<file path="config.mk">
export PLATFORM = sky130hd
export DESIGN_NAME = device_bus_arbiter
export DESIGN_NICKNAME = d
export VERILOG_FILES = /design/src/rtl/device_bus_arbiter.sv
export SDC_FILE = /design/constraint.sdc
export NUM_CORES = 1
export LEC_CHECK = 0
export BUFFER_PORTS_ARGS = -buffer_cell sky130_fd_sc_hd__buf_2
export CAP_MARGIN = 20
export CORE_AREA = 2 2 170 172
export CTS_BUF_LIST = sky130_fd_sc_hd__clkbuf_4 sky130_fd_sc_hd__clkbuf_8
export CTS_CLUSTER_SIZE = 10
export DETAILED_ROUTE_END_ITERATION = 16
export DIE_AREA = 0 0 172 174
export PLACE_DENSITY = 0.5
export SLEW_MARGIN = 10
export SYNTH_ARGS = -nofsm -noshare
export SYNTH_HDL_FRONTEND = slang
export SYNTH_SLANG_ARGS = --single-unit
</file>
<file path="constraint.sdc">
create_clock -name uncoreclk -period 2.71 [get_ports uncoreclk]
set_input_delay 0.1355 -clock uncoreclk [delete_from_list [all_inputs] [get_ports uncoreclk]]
set_output_delay 0.1355 -clock uncoreclk [all_outputs]
set_load 0.005 [all_outputs]
</file>
<file path="src/rtl/device_bus_arbiter.sv">
// device_bus_arbiter: two-master (0=core, 1=Zynq) to one-slave AXI4-Lite
// arbiter. One transaction at a time, round-robin between masters.
// Ports: uncoreclk/uncore_aresetn; S0_AXI_*, S1_AXI_* slave ports facing
// the masters; M_AXI_* master port facing the device bus.
module device_bus_arbiter #(
  parameter int ADDR_WIDTH = 32,
  parameter int DATA_WIDTH = 32
) (
  input  logic                    uncoreclk,
  input  logic                    uncore_aresetn,
  // master 0 (core)
  input  logic [ADDR_WIDTH-1:0]   S0_AXI_awaddr,
  input  logic                    S0_AXI_awvalid,
  output logic                    S0_AXI_awready,
  input  logic [DATA_WIDTH-1:0]   S0_AXI_wdata,
  input  logic [DATA_WIDTH/8-1:0] S0_AXI_wstrb,
  input  logic                    S0_AXI_wvalid,
  output logic                    S0_AXI_wready,
  output logic [1:0]              S0_AXI_bresp,
  output logic                    S0_AXI_bvalid,
  input  logic                    S0_AXI_bready,
  input  logic [ADDR_WIDTH-1:0]   S0_AXI_araddr,
  input  logic                    S0_AXI_arvalid,
  output logic                    S0_AXI_arready,
  output logic [DATA_WIDTH-1:0]   S0_AXI_rdata,
  output logic [1:0]              S0_AXI_rresp,
  output logic                    S0_AXI_rvalid,
  input  logic                    S0_AXI_rready,
  // master 1 (Zynq PS)
  input  logic [ADDR_WIDTH-1:0]   S1_AXI_awaddr,
  input  logic                    S1_AXI_awvalid,
  output logic                    S1_AXI_awready,
  input  logic [DATA_WIDTH-1:0]   S1_AXI_wdata,
  input  logic [DATA_WIDTH/8-1:0] S1_AXI_wstrb,
  input  logic                    S1_AXI_wvalid,
  output logic                    S1_AXI_wready,
  output logic [1:0]              S1_AXI_bresp,
  output logic                    S1_AXI_bvalid,
  input  logic                    S1_AXI_bready,
  input  logic [ADDR_WIDTH-1:0]   S1_AXI_araddr,
  input  logic                    S1_AXI_arvalid,
  output logic                    S1_AXI_arready,
  output logic [DATA_WIDTH-1:0]   S1_AXI_rdata,
  output logic [1:0]              S1_AXI_rresp,
  output logic                    S1_AXI_rvalid,
  input  logic                    S1_AXI_rready,
  // device bus
  output logic [ADDR_WIDTH-1:0]   M_AXI_awaddr,
  output logic                    M_AXI_awvalid,
  input  logic                    M_AXI_awready,
  output logic [DATA_WIDTH-1:0]   M_AXI_wdata,
  output logic [DATA_WIDTH/8-1:0] M_AXI_wstrb,
  output logic                    M_AXI_wvalid,
  input  logic                    M_AXI_wready,
  input  logic [1:0]              M_AXI_bresp,
  input  logic                    M_AXI_bvalid,
  output logic                    M_AXI_bready,
  output logic [ADDR_WIDTH-1:0]   M_AXI_araddr,
  output logic                    M_AXI_arvalid,
  input  logic                    M_AXI_arready,
  input  logic [DATA_WIDTH-1:0]   M_AXI_rdata,
  input  logic [1:0]              M_AXI_rresp,
  input  logic                    M_AXI_rvalid,
  output logic                    M_AXI_rready
);

  localparam int SW = DATA_WIDTH / 8;

  typedef enum logic [2:0] {
    IDLE, W_REQ, W_RESP, B_OUT, R_REQ, R_RESP, R_OUT
  } state_e;

  state_e                  state_q, state_d;
  logic                    gnt_q, gnt_d;
  logic                    last_q, last_d;
  logic                    rw_last_q, rw_last_d;
  logic                    awvalid_q, awvalid_d;
  logic                    wvalid_q, wvalid_d;
  logic                    bready_q, bready_d;
  logic                    arvalid_q, arvalid_d;
  logic                    rready_q, rready_d;
  logic [ADDR_WIDTH-1:0]   awaddr_q, awaddr_d;
  logic [ADDR_WIDTH-1:0]   araddr_q, araddr_d;
  logic [DATA_WIDTH-1:0]   wdata_q, wdata_d;
  logic [SW-1:0]           wstrb_q, wstrb_d;
  logic [DATA_WIDTH-1:0]   rdata_q, rdata_d;
  logic [1:0]              bresp_q, bresp_d;
  logic [1:0]              rresp_q, rresp_d;
  logic [1:0]              bvalid_q, bvalid_d;
  logic [1:0]              rvalid_q, rvalid_d;

  logic [1:0] wreq, rreq, req;
  logic       sel, sel_w, sel_r, do_w;
  logic       grant, wgnt, rgnt;
  logic       s_bready, s_rready;
  logic       aw_done, w_done;

  assign wreq = {S1_AXI_awvalid & S1_AXI_wvalid,
                 S0_AXI_awvalid & S0_AXI_wvalid};
  assign rreq = {S1_AXI_arvalid, S0_AXI_arvalid};
  assign req  = wreq | rreq;

  // tie goes to the master that did not win last time
  assign sel   = (&req) ? ~last_q : req[1];
  assign sel_w = wreq[sel];
  assign sel_r = rreq[sel];
  // rw_last_q=1 means the last grant was a read
  assign do_w  = (sel_w & sel_r) ? rw_last_q : sel_w;

  // readies are gated by reset so they also drop asynchronously
  assign grant = (state_q == IDLE) & (|req) & uncore_aresetn;
  assign wgnt  = grant & do_w;
  assign rgnt  = grant & ~do_w;

  assign S0_AXI_awready = wgnt & ~sel;
  assign S0_AXI_wready  = wgnt & ~sel;
  assign S0_AXI_arready = rgnt & ~sel;
  assign S1_AXI_awready = wgnt & sel;
  assign S1_AXI_wready  = wgnt & sel;
  assign S1_AXI_arready = rgnt & sel;

  assign s_bready = gnt_q ? S1_AXI_bready : S0_AXI_bready;
  assign s_rready = gnt_q ? S1_AXI_rready : S0_AXI_rready;

  assign aw_done = ~awvalid_q | M_AXI_awready;
  assign w_done  = ~wvalid_q | M_AXI_wready;

  always_comb begin
    state_d   = state_q;
    gnt_d     = gnt_q;
    last_d    = last_q;
    rw_last_d = rw_last_q;
    awvalid_d = awvalid_q;
    wvalid_d  = wvalid_q;
    bready_d  = bready_q;
    arvalid_d = arvalid_q;
    rready_d  = rready_q;
    awaddr_d  = awaddr_q;
    araddr_d  = araddr_q;
    wdata_d   = wdata_q;
    wstrb_d   = wstrb_q;
    rdata_d   = rdata_q;
    bresp_d   = bresp_q;
    rresp_d   = rresp_q;
    bvalid_d  = bvalid_q;
    rvalid_d  = rvalid_q;
    unique case (state_q)
      IDLE: begin
        if (grant) begin
          gnt_d     = sel;
          last_d    = sel;
          rw_last_d = ~do_w;
          if (do_w) begin
            state_d   = W_REQ;
            awvalid_d = 1'b1;
            wvalid_d  = 1'b1;
            awaddr_d  = sel ? S1_AXI_awaddr : S0_AXI_awaddr;
            wdata_d   = sel ? S1_AXI_wdata : S0_AXI_wdata;
            wstrb_d   = sel ? S1_AXI_wstrb : S0_AXI_wstrb;
          end else begin
            state_d   = R_REQ;
            arvalid_d = 1'b1;
            araddr_d  = sel ? S1_AXI_araddr : S0_AXI_araddr;
          end
        end
      end
      W_REQ: begin
        // each valid drops on its own handshake
        awvalid_d = awvalid_q & ~M_AXI_awready;
        wvalid_d  = wvalid_q & ~M_AXI_wready;
        if (aw_done & w_done) begin
          state_d  = W_RESP;
          bready_d = 1'b1;
        end
      end
      W_RESP: begin
        if (M_AXI_bvalid) begin
          state_d  = B_OUT;
          bready_d = 1'b0;
          bresp_d  = M_AXI_bresp;
          bvalid_d = gnt_q ? 2'b10 : 2'b01;
        end
      end
      B_OUT: begin
        if (s_bready) begin
          state_d  = IDLE;
          bvalid_d = 2'b00;
        end
      end
      R_REQ: begin
        if (M_AXI_arready) begin
          state_d   = R_RESP;
          arvalid_d = 1'b0;
          rready_d  = 1'b1;
        end
      end
      R_RESP: begin
        if (M_AXI_rvalid) begin
          state_d  = R_OUT;
          rready_d = 1'b0;
          rdata_d  = M_AXI_rdata;
          rresp_d  = M_AXI_rresp;
          rvalid_d = gnt_q ? 2'b10 : 2'b01;
        end
      end
      R_OUT: begin
        if (s_rready) begin
          state_d  = IDLE;
          rvalid_d = 2'b00;
        end
      end
      default: state_d = IDLE;
    endcase
  end

  always_ff @(posedge uncoreclk or negedge uncore_aresetn) begin
    if (!uncore_aresetn) begin
      state_q   <= IDLE;
      gnt_q     <= 1'b0;
      last_q    <= 1'b1;
      rw_last_q <= 1'b1;
      awvalid_q <= 1'b0;
      wvalid_q  <= 1'b0;
      bready_q  <= 1'b0;
      arvalid_q <= 1'b0;
      rready_q  <= 1'b0;
      awaddr_q  <= '0;
      araddr_q  <= '0;
      wdata_q   <= '0;
      wstrb_q   <= '0;
      rdata_q   <= '0;
      bresp_q   <= '0;
      rresp_q   <= '0;
      bvalid_q  <= '0;
      rvalid_q  <= '0;
    end else begin
      state_q   <= state_d;
      gnt_q     <= gnt_d;
      last_q    <= last_d;
      rw_last_q <= rw_last_d;
      awvalid_q <= awvalid_d;
      wvalid_q  <= wvalid_d;
      bready_q  <= bready_d;
      arvalid_q <= arvalid_d;
      rready_q  <= rready_d;
      awaddr_q  <= awaddr_d;
      araddr_q  <= araddr_d;
      wdata_q   <= wdata_d;
      wstrb_q   <= wstrb_d;
      rdata_q   <= rdata_d;
      bresp_q   <= bresp_d;
      rresp_q   <= rresp_d;
      bvalid_q  <= bvalid_d;
      rvalid_q  <= rvalid_d;
    end
  end

  assign M_AXI_awaddr  = awaddr_q;
  assign M_AXI_awvalid = awvalid_q;
  assign M_AXI_wdata   = wdata_q;
  assign M_AXI_wstrb   = wstrb_q;
  assign M_AXI_wvalid  = wvalid_q;
  assign M_AXI_bready  = bready_q;
  assign M_AXI_araddr  = araddr_q;
  assign M_AXI_arvalid = arvalid_q;
  assign M_AXI_rready  = rready_q;

  assign S0_AXI_bvalid = bvalid_q[0];
  assign S1_AXI_bvalid = bvalid_q[1];
  assign S0_AXI_bresp  = bresp_q;
  assign S1_AXI_bresp  = bresp_q;
  assign S0_AXI_rvalid = rvalid_q[0];
  assign S1_AXI_rvalid = rvalid_q[1];
  assign S0_AXI_rdata  = rdata_q;
  assign S1_AXI_rdata  = rdata_q;
  assign S0_AXI_rresp  = rresp_q;
  assign S1_AXI_rresp  = rresp_q;

endmodule

</file>
=== Yosys cells after proc, flatten, opt, wreduce, memory -nomap -nowiden ===
Index checks and enable logic that the tools add are counted.

* Bitwise gates (word level): 24
* Magnitude comparators: 1
* Equality and inequality tests: 15
* Reduce and logical (&&, ||, !) cells: 21
* Muxes and demuxes: 42

{| class="wikitable"
|+ Operators by type and width
! operator !! number
|-
| $mux 32 || 3
|-
| $mux 3 || 8
|-
| $pmux 3 s7 || 1
|-
| $reduce_and 3->1 || 7
|-
| $ne 2x2->1 const B || 9
|-
| $mux 1 || 17
|-
| $and 1x1->1 || 14
|-
| $reduce_bool 2->1 || 6
|-
| $mux 2 || 5
|-
| $pmux 1 s2 || 5
|-
| $eq 3x3->1 const B || 3
|-
| $pmux 2 s2 || 2
|-
| $reduce_and 2->1 || 4
|-
| $not 1->1 || 7
|-
| $reduce_and 7->1 || 1
|-
| $eq 3x2->1 const B || 2
|-
| $mux 4 || 1
|-
| $reduce_and 4->1 || 1
|-
| $eq 3x1->1 const B || 1
|-
| $logic_not 3->1 || 1
|-
| $lt 1x2->1 const B || 1
|-
| $or 1x1->1 || 2
|-
| $or 2x2->2 || 1
|-
| $reduce_or 2->1 || 1
|}

* Logic and storage cells: 121
* Input bits: 253
* Output and inout port bits: 187
* Register bits: 151

=== Logic depth before layout (Yosys ltp) ===
* Depth after elaboration: 11
* Gate-level depth with buffers: 9
* Mapped depth without buffers: 4

=== Worst setup path after synthesis ===
Ideal clock, no wire load.

* Kind: register to register
* Start: register last_q
* End: register awaddr_q[28] (netlist: M_AXI_awaddr[28])
* Data arrival time: 1.898 ns
* Setup time: 0.126 ns
* Buffers on the path: 4
* Required time: 2.584 ns
* Path slack: 0.686 ns
* Period minus slack after synthesis: 2.024 ns
* Stages on the path, launching flop included: 9
* Cells stage by stage: dfstp_2 -> buf_2 -> nand2_1 -> a32o_1 -> and3_1 -> buf_4 -> buf_6 -> buf_6 -> a221o_1

* Cells in the longest elaborated chain, start to end: 7
* Elaborated cells on any way between the ends: 10
* Classes of those cells: mux: 7; bitwise: 2; reduce/logical: 1

{| class="wikitable"
|+ Ends and longest elaborated chain
! what !! RTL line !! source
|-
| start, declared || 75 || <nowiki>logic last_q, last_d;</nowiki>
|-
| start signal, assigned || 239 || <nowiki>last_q <= last_d;</nowiki>
|-
| $not 1->1 (*) || 104 || <nowiki>assign sel = (&req) ? ~last_q : req[1];</nowiki>
|-
| $mux 1 (*) || 104 ||
|-
| $mux 1 (on tied branches) (2 in a row) || 105, 106 ||
|-
| $and 1x1->1 || 108 || <nowiki>assign do_w = (sel_w & sel_r) ? rw_last_q : sel_w;</nowiki>
|-
| $mux 1 || 108 ||
|-
| $reduce_and 3->1 (no line) || - ||
|-
| end signal, assigned || 246 || <nowiki>awaddr_q <= awaddr_d;</nowiki>
|-
| end, declared || 82 || <nowiki>logic [ADDR_WIDTH-1:0] awaddr_q, awaddr_d;</nowiki>
|}

Every way passes the cells marked *; elsewhere a longest branch is shown, timed or not. The select of a mux whose other input is x is not followed.
A chain may end at the register's enable or synchronous reset.

=== Final worst setup path ===
* Start: input port uncore_aresetn
* End: register araddr_q[6] (netlist: M_AXI_araddr[6])

* Cells in the longest elaborated chain, start to end: 2

{| class="wikitable"
|+ Ends and longest elaborated chain
! what !! RTL line !! source
|-
| start, declared || 10 || <nowiki>input logic uncore_aresetn,</nowiki>
|-
| $and 1x1->1 || 111 || <nowiki>assign grant = (state_q == IDLE) & (|req) & uncore_aresetn;</nowiki>
|-
| $reduce_and 3->1 (no line) || - ||
|-
| end signal, assigned || 247 || <nowiki>araddr_q <= araddr_d;</nowiki>
|-
| end, declared || 83 || <nowiki>logic [ADDR_WIDTH-1:0] araddr_q, araddr_d;</nowiki>
|}

Every way passes these cells.

==> impl_metrics.env <==
export IMPL_outcome="completed"
export IMPL_avgSynthCellArea_sq_um=10.4
export IMPL_cts_tree="built"
export IMPL_worstMarginPinSlew_ps=947
export IMPL_crit_fanout=33
export IMPL_routedWlPerCell_um=16.3
export IMPL_pre_cts_ws_ps=536
export IMPL_netlist_area_sq_mm=0.00733
export IMPL_dieArea_sq_mm=0.0299
export IMPL_worstSetupStartpointType="input port"
export IMPL_grt_remaining_overflow=0
export IMPL_numCtsBuffers=17
export IMPL_timing_final_ws_setup_ps=116
export IMPL_wl_um=27000
export IMPL_finClkSkew_ps=15.5
export IMPL_synth_distinct_cells=44
export IMPL_finalSetupTns_ps=0
export IMPL_grt_pass1_wl_um=40700
export IMPL_period_needed_ps=2590
export IMPL_synth_seq_cells=151
export IMPL_ys_warn_count=0
export IMPL_clock_fmax_ghz=0.386
export IMPL_grt_start_max_net_pins=72
export IMPL_dr_pass1_iters=5
export IMPL_postCtsSetupBuffers=0
export IMPL_synth_edf_count=0
export IMPL_synthTopCellsByArea="dfrtp_1, a221o_1, mux2_2, inv_1, nor3_1"
export IMPL_antenna_found_initial=1
export IMPL_slew_headroom_pct=36.9
export IMPL_worstSetupEndpointType="flop"
export IMPL_cap_violations=0
export IMPL_cp_required_ps=3040
export IMPL_cts_root_buffer_cell="clkbuf_8"
export IMPL_holdCritPathClass="input port to flop"
export IMPL_setup_viol=0
export IMPL_drc_errors=0
export IMPL_hpwl_um=18300
export IMPL_die_w_um=172
export IMPL_layout_drive_gt1_share_pct=42.6
export IMPL_ys_flop_type="dfrtp_1"
export IMPL_cts_buffer_depth=2
export IMPL_clkLatencyLatePin_ps=460
export IMPL_io_buffers=439
export IMPL_worstPathArrival_ps=2920
export IMPL_slew_violations=0
export IMPL_postRouteAntennaNets=0
export IMPL_hold_viol_final=0
export IMPL_rsz0062_at_grt="false"
export IMPL_total_power_w=0.0105
export IMPL_synth_top_area_share_pct=50.9
export IMPL_grt_usage_pct=17.4
export IMPL_syn_inst=703
export IMPL_route_vias_total=7571
export IMPL_routabilityCongestion=0.790
export IMPL_crit_type="input port to flop"
export IMPL_r2r_slack_ps=130
export IMPL_clk_pin_slew_ps=100
export IMPL_n_fill_cell=2875
export IMPL_yosys_area_top_type="dfrtp_1"
export IMPL_power_density_mw_per_mm2=887
export IMPL_p_leak_nw=5.93
export IMPL_start_util_pct=26.0
export IMPL_cts_sinks=151
export IMPL_row_count=62
export IMPL_routed_via_density=4.57
export IMPL_irDropWorstVdd_v=0.000290
export IMPL_yosysSeqAreaShare_pct=51.6
export IMPL_synthesis_nets=956
export IMPL_die_h_um=174
export IMPL_final_nets=1511
export IMPL_coreArea_sq_mm=0.0282
export IMPL_htree_levels=4
export IMPL_io_pins=440
export IMPL_drt_iter0_markers=457
export IMPL_area_growth_syn_to_layout_pct=60.9
export IMPL_synthArstFlopShare_pct=100
export IMPL_fin_crit_sh_pct=95.7
export IMPL_grt_pass1_vias=7534
state kept, by name, indices dropped and copies added (netlist names):
register and count:
M_AXI_araddr 32, M_AXI_arvalid 1, M_AXI_awaddr 32, M_AXI_awvalid 1, M_AXI_bready 1, M_AXI_rready 1, M_AXI_wdata 32, M_AXI_wstrb 4
M_AXI_wvalid 1, S0_AXI_bresp 2, S0_AXI_rdata 32, S0_AXI_rresp 2, bvalid_q 2, gnt_q 1, last_q 1, rvalid_q 2
rw_last_q 1, state_q 3
final timing paths:
kind                            depth (start not counted)          endpoint        startpoint
max in group asynchronous                               3   M_AXI_wdata[27]    uncore_aresetn
worst max-delay path                                    8   M_AXI_araddr[6]    uncore_aresetn
min in group asynchronous                               2  M_AXI_araddr[24]    uncore_aresetn
worst min-delay path                                    4   M_AXI_awaddr[7]  S1_AXI_awaddr[7]
worst max register to register                          6   M_AXI_araddr[6]        state_q[0]
worst min register to register                          2     M_AXI_arvalid     M_AXI_arvalid
layout by cell type (no fill, tap or decap), types with 2 or more instances in the layout:
cell	n
o211ai_1	33
o22ai_1	5
dfstp_2	2
buf_4	13
a32o_1	3
a21o_1	2
dlygate4sd3_1	173
a221o_1	69
a211oi_1	2
a21oi_1	4
nand2b_1	6
o21ai_0	6
clkbuf_8	18
nor3_1	69
mux2_2	38
clkinvlp_4	2
nand2_1	15
and2_1	3
buf_12	4
o31ai_1	2
inv_6	3
inv_1	104
dfrtp_1	149
buf_2	438
nor2_1	7
bufinv_16	2
nand3_1	65
clkinv_4	3
kinds of logic after synthesis:
group | Yosys count | share of synthesized area (%)
AOI/OAI and AO/OA | 139 | 16.6
buffers and inverters | 197 | 13.4
DFF | 151 | 51.6
and+or+nand+nor | 178 | 12.5
muxes | 38 | 5.84
critical path, cell delays in order:
cell           delay (ps)
dlygate4sd3_1         580
buf_6                 210
or4b_4                530
a21oi_4               180
a21boi_2              180
buf_4                 350
o211ai_1              140
dlygate4sd3_1         580
repair_timing:
action,in CTS,in global routing
endpoints found under the hold margin,154,0
hold buffers,173,0
resized for setup,0,1
endpoints found under the setup margin,0,2
per-layer routing:
metal  part of all wire [%]  global-route usage [%]
met4                    2.6                    5.99
met3                    6.5                    3.80
met2                     50                    30.1
met5                      0                       0
met1                     41                    21.1
report_power, final:
group | internal [W] | switching, W
Sequential | 0.00335 | 0.000701
Clock | 0.000866 | 0.000956
Combinational | 0.00257 | 0.00202
Yosys cell counts (4+ instances only):
cell,count
nand2b_1,7
buf_4,39
o22ai_1,6
nand2_1,15
nand3_1,65
clkbuf_1,27
a221o_1,69
o211ai_1,33
buf_2,17
a21oi_1,4
nor3_1,69
nor2_1,8
mux2_2,38
inv_1,104
dfrtp_1,149
buf_6,10
o21ai_0,6
layout make-up:
| cell class | count | area (sq um) | area share, % |
|---|---|---|---|
| clock buffers | 19 | 255 | 2.16 |
| repair buffers | 629 | 4110 | 34.9 |
| clock inverters | 12 | 144 | 1.22 |
| multi-input cells | 355 | 2620 | 22.3 |
| flip-flops and latches | 151 | 3780 | 32.1 |
| well taps | 384 | 480 | 4.08 |
| diodes | 1 | 2.50 | 0.0212 |
| inverters | 104 | 390 | 3.31 |
through the flow:
stage	util, %	hold slack, ps	std cells	area [sq um]
after CTS	41.7	59.1	1654	11800
final	41.8	100	1655	11800
after detailed placement	34.2	-17.3	1450	9650
after floorplan	-	-160	703	7330
after global routing	41.8	67.0	1655	11800
after global placement	34.2	-21.5	1450	9650
(Power assumes the default switching activity.)
